**src/rtl/commit_input_pkg.sv**
```systemverilog
// commit_input_pkg: shared types and constants for the commit input conditioning path
package commit_input_pkg;
    typedef enum logic [1:0] {
        IDLE          = 2'd0,
        CHECK_PRESS   = 2'd1,
        PRESSED       = 2'd2,
        CHECK_RELEASE = 2'd3
    } db_state_t;
    localparam int SYNC_STAGES = 2;
endpackage

```
**src/rtl/commit_input_unit_debounce_fsm.sv**
```systemverilog
// debounce_fsm: per-button debouncer, accepts a level change only after DEBOUNCE_CYCLES stable cycles
// ports: clock, reset (async, active-high), din_sync (synchronised button),
//        press_pulse (one cycle on an accepted press), level (debounced button level)
module debounce_fsm
    import commit_input_pkg::*;
#(
    parameter int DEBOUNCE_CYCLES = 230000
) (
    input  logic clock,
    input  logic reset,
    input  logic din_sync,
    output logic press_pulse,
    output logic level
);
    localparam int CW = DEBOUNCE_CYCLES > 1 ? $clog2(DEBOUNCE_CYCLES) : 1;
    localparam logic [CW-1:0] LAST = CW'(DEBOUNCE_CYCLES - 1);
    db_state_t state;
    logic [CW-1:0] cnt;
    logic done;
    assign done = cnt == LAST;
    assign press_pulse = state == CHECK_PRESS && din_sync && done;
    assign level = state == PRESSED || state == CHECK_RELEASE;
    // the counter stops at LAST because the state always leaves on done
    always_ff @(posedge clock or posedge reset)
        if (reset) begin
            state <= IDLE;
            cnt <= '0;
        end else
            case (state)
                IDLE:
                    if (din_sync) begin
                        state <= CHECK_PRESS;
                        cnt <= '0;
                    end
                CHECK_PRESS:
                    if (!din_sync) state <= IDLE;
                    else if (done) state <= PRESSED;
                    else cnt <= cnt + 1'b1;
                PRESSED:
                    if (!din_sync) begin
                        state <= CHECK_RELEASE;
                        cnt <= '0;
                    end
                default:
                    if (din_sync) state <= PRESSED;
                    else if (done) state <= IDLE;
                    else cnt <= cnt + 1'b1;
            endcase
endmodule

```
**src/rtl/commit_input_unit.sv**
```systemverilog
// commit_input_unit: synchronises and debounces the commit buttons and holds switch snapshots as tokens
// ports: clock, reset (async, active-high); comit1_raw/comit2_raw, switch_raw, negative_raw (raw board inputs);
//        ior1/ior2 (consume strobes); commit1/commit2 (slot valid), sw_data1/sw_data2, negative1/negative2
//        (captured snapshots); overrun (sticky, press landed on a still-valid slot)
module commit_input_unit
    import commit_input_pkg::*;
#(
    parameter int DEBOUNCE_CYCLES = 230000,
    parameter int SW_WIDTH = 8
) (
    input  logic                clock,
    input  logic                reset,
    input  logic                comit1_raw,
    input  logic                comit2_raw,
    input  logic [SW_WIDTH-1:0] switch_raw,
    input  logic                negative_raw,
    input  logic                ior1,
    input  logic                ior2,
    output logic                commit1,
    output logic                commit2,
    output logic [SW_WIDTH-1:0] sw_data1,
    output logic [SW_WIDTH-1:0] sw_data2,
    output logic                negative1,
    output logic                negative2,
    output logic                overrun
);
    localparam int W = SW_WIDTH + 3;
    logic [SYNC_STAGES-1:0][W-1:0] sync_q;
    logic [SW_WIDTH-1:0] sw_s;
    logic neg_s;
    logic [1:0] btn, press, level, take, ior, commit, neg;
    logic [SW_WIDTH-1:0] data [2];
    always_ff @(posedge clock or posedge reset)
        if (reset) sync_q <= '0;
        else sync_q <= {sync_q[SYNC_STAGES-2:0], {negative_raw, switch_raw, comit2_raw, comit1_raw}};
    assign {neg_s, sw_s, btn} = sync_q[SYNC_STAGES-1];
    for (genvar g = 0; g < 2; g++) begin : g_db
        debounce_fsm #(.DEBOUNCE_CYCLES(DEBOUNCE_CYCLES)) u_db (
            .clock(clock),
            .reset(reset),
            .din_sync(btn[g]),
            .press_pulse(press[g]),
            .level(level[g])
        );
    end
    // a press is only accepted from the released side of the debouncer
    assign take = press & ~level;
    assign ior = {ior2, ior1};
    // overrun set wins over a clear in the same cycle
    always_ff @(posedge clock or posedge reset)
        if (reset) begin
            commit <= '0;
            neg <= '0;
            data <= '{default: '0};
            overrun <= 1'b0;
        end else begin
            for (int i = 0; i < 2; i++)
                if (take[i]) begin
                    data[i] <= sw_s;
                    neg[i] <= neg_s;
                    commit[i] <= 1'b1;
                end else if (ior[i]) commit[i] <= 1'b0;
            overrun <= |(take & commit & ~ior) | (overrun & ~|(ior & commit));
        end
    assign {commit2, commit1} = commit;
    assign {negative2, negative1} = neg;
    assign sw_data1 = data[0];
    assign sw_data2 = data[1];
endmodule

```
**config.mk**
```make
export PLATFORM = sky130hd
export DESIGN_NAME = commit_input_unit
export DESIGN_NICKNAME = d
export VERILOG_FILES = /design/src/rtl/commit_input_pkg.sv /design/src/rtl/commit_input_unit_debounce_fsm.sv /design/src/rtl/commit_input_unit.sv
export SDC_FILE = /design/constraint.sdc
export NUM_CORES = 1
export LEC_CHECK = 0
export CORE_MARGIN = 3
export CORE_UTILIZATION = 51
export DETAILED_ROUTE_END_ITERATION = 7
export GPL_TIMING_DRIVEN = 0
export HOLD_SLACK_MARGIN = 0.15
export PLACE_DENSITY = 0.81
export SYNTH_ARGS = -nofsm -noshare
export SYNTH_HDL_FRONTEND = slang
export SYNTH_SLANG_ARGS = --single-unit
export TNS_END_PERCENT = 30
```
**constraint.sdc**
```tcl
create_clock -name clock -period 2.62 [get_ports clock]
set_input_delay 0.393 -clock clock [delete_from_list [all_inputs] [get_ports clock]]
set_output_delay 0.393 -clock clock [all_outputs]
set_load 0.05 [all_outputs]
```
==> results_dict.tcl <==
set metrics [dict create \
    status "complete, no violations" \
    p_leak_nw 1.97 \
    coreArea_um2 7290 \
    antennaDiodeCount 0 \
    total_power_w 0.00248 \
    whs_ns 0.356 \
    min_period_ns 2.26 \
    arrival_ns 2.51 \
    crit_path_start_kind "register" \
    cpPeakStageDelay_ns 0.44 \
    multiInputGateArea_um2 1680 \
    synth_area_um2 3850 \
    die_w_um 92.9 \
    fp-row-count 31 \
    end_kind "register" \
    grt_start_max_net_pins 55 \
    wl_per_cell_um 16.8 \
    synthFlopType "dfrtp_1" \
    drc_errors 0 \
    maxCapViolations 0 \
    post-place-ws_ns 0.371 \
    synth_edf_count 0 \
    fill_cells 568 \
    track_usage_pct 21.6 \
    cts_inserted_buffers 9 \
    wl_um 8400 \
    layout-drive-gt1-share_pct 15.5 \
    ys_types 54 \
    regArea_um2 2080 \
    finalCritPeriodShare_pct 86.4 \
    ys_seq_area_share_pct 53.9 \
    grt_first_pass_wirelength_um 14600 \
    fin_area_um2 4570 \
    gp_congestion 0.871 \
    ant_nets 0 \
    cp_max_fo 10 \
    place_area_um2 4350 \
    finalSetupTns_ns 0 \
    antenna_found_initial 0 \
    port_buffers 35 \
    cts.htree.levels 3 \
    fin_nets 413 \
    cts.clk_slew.worst_paths_ns 0.09 \
    ctsResizeCount 0 \
    yosysWarnings 0 \
    hold_class "reg2reg" \
    worstMarginPinSlew_ns 0.656 \
    syn_to_final_growth_pct 18.7 \
    hpwl_um 5680 \
    final_max_slew_viol_count 0 \
    first_pass_iters 5 \
    die_h_um 92.9 \
    finalClockSkew_ns 0.00593 \
    synth_top_area_share_pct 53.9 \
    worst_path_dominant_cell_family "simple AND/OR/NAND/NOR gates" \
    ys_ff_latch 83 \
    cts_setup_buffers 0 \
    p_per_area_nw_per_um2 544 \
    cp_slowest_cell "dfrtp_1" \
    initial_core_util_pct 52.8 \
    worstPathCellList "ha_1 > and3_1 > clkbuf_2 > nand3_1 > nor4_2 > buf_4 > mux2_2" \
    rsz0062_at_grt "no" \
    ir_drop_mv 0.387 \
    critPathKind "reg2reg" \
    setup_violations 0 \
    cts.path.max_buffers 2 \
    avgSynthCellArea_um2 11.0 \
    required_ns 2.87 \
    die_area_um2 8630 \
    cts_sinks 83 \
    first_global_vias 2976 \
    synthesis.nets 366 \
    clock_latency_ns 0.36 \
    cts_tree "yes" \
    cts-hold-fix-buffers 0 \
    synth.most_common_cell "dfrtp_1" \
    hold_viol_final 0 \
    via_count 2976 \
    synthTopCellsByArea "dfrtp_1 (54%), mux2_2 (6.4%), nand2_1 (3.5%)" \
    slew_headroom_pct 56.0 \
    synthArstFlopShare_pct 100 \
    max_freq_ghz 0.442 \
    cts-root-buf "clkbuf_8" \
    avgViaCountPerCell 5.95 \
    synthTopCellsByCount "dfrtp_1 (83), nand2_1 (36), mux2_2 (22)" \
    drtIter0Drc 168 \
    layout_setup_ws_ns 0.357 \
    grt_overflow 0 \
    boundaryPins 36 \
    critPathBufInv 2 \
    synth_top_area_cell "dfrtp_1" \
    synthCells 349 \
]
[cell usage in the layout, fill, tap and decap left out, types with 2 or more instances in the layout]
| master | n |
|---|---|
| and4_1 | 4 |
| o21ai_0 | 15 |
| a221o_1 | 6 |
| and2_1 | 6 |
| clkbuf_8 | 10 |
| and3_2 | 2 |
| mux2_4 | 2 |
| a22o_1 | 5 |
| mux2_2 | 22 |
| nor3_1 | 3 |
| or3_1 | 7 |
| nand4b_1 | 4 |
| inv_6 | 4 |
| o211ai_1 | 9 |
| nor2_1 | 20 |
| or3_2 | 2 |
| a31oi_1 | 8 |
| buf_4 | 2 |
| nand2_1 | 36 |
| a21oi_1 | 9 |
| nand3_1 | 19 |
| clkbuf_1 | 12 |
| nor3_4 | 2 |
| clkdlybuf4s50_1 | 35 |
| nand3b_1 | 2 |
| dfrtp_1 | 83 |
| nand4_1 | 11 |
| ha_1 | 2 |
| xnor2_1 | 2 |
| xor2_1 | 2 |
| and3_1 | 7 |
| inv_1 | 5 |
| nor3b_1 | 3 |
| mux2i_1 | 4 |
| nor4b_1 | 3 |
| or4_1 | 4 |
| o311ai_0 | 4 |
| buf_2 | 2 |
[where the power goes]
group          internal, W  switching (W)  total [W]
Combinational    0.0000543      0.0000884   0.000143
Clock             0.000487       0.000514    0.00100
Sequential         0.00131      0.0000280    0.00134
Total              0.00185       0.000631    0.00248
[per-layer routing]
metal,track usage [%],vias up,share of wire [%]
li1,-,1400,-
met1,29.2,1464,44
met2,34.4,90,49
met3,3.33,22,4.4
met4,9.77,0,2.4
met5,0,-,0
[path summary, 6_finish.rpt]
check	start	endpoint	slack (ns)	depth (start not counted)
max in group asynchronous	reset	g_db[1].u_db.cnt[0]$_DFFE_PP0P_	1.65	3
hold / removal	sync_q[9]$_DFF_PP0_	sw_s[7]$_DFF_PP0_	0.36	0
hold reg to reg	sync_q[9]$_DFF_PP0_	sw_s[7]$_DFF_PP0_	0.36	0
setup reg to reg	g_db[1].u_db.cnt[0]$_DFFE_PP0P_	sw_data2[5]$_DFFE_PP0P_	0.36	7
min in group asynchronous	reset	sync_q[9]$_DFF_PP0_	0.39	2
setup / recovery	g_db[1].u_db.cnt[0]$_DFFE_PP0P_	sw_data2[5]$_DFFE_PP0P_	0.36	7
[cells by family after synthesis]
group / share of synthesized area [%]
fa+ha+maj: 0.650
buf+inv: 2.53
flops: 53.9
simple gates: 21.4
mux: 8.25
xor+xnor: 1.33
compound gates: 11.9
[state kept, by name (all words and copies together) (netlist names), named ones only]
signal / count
sw_data2: 8
sync_q: 11
overrun: 1
g_db.u_db.cnt: 36
g_db.u_db.state: 2
commit: 2
btn: 2
neg: 2
sw_s: 8
neg_s: 1
sw_data1: 8
[cell type report]
class	instances	share of cell area, %
Tap cell	99	2.71
Multi-Input combinational cell	243	36.7
Clock buffer	10	3.01
Clock inverter	6	1.67
Buffer	17	1.64
Sequential cell	83	45.5
Timing Repair Buffer	36	8.27
Inverter	6	0.548
[per-stage QoR]
stage               instances  utilization (%)
floorplan                 349                -
global placement          483             59.3
detailed placement        484             59.7
CTS                       500             62.6
global route              500             62.6
finish                    500             62.6
Note: power is estimated with default switching activity, not from simulation.
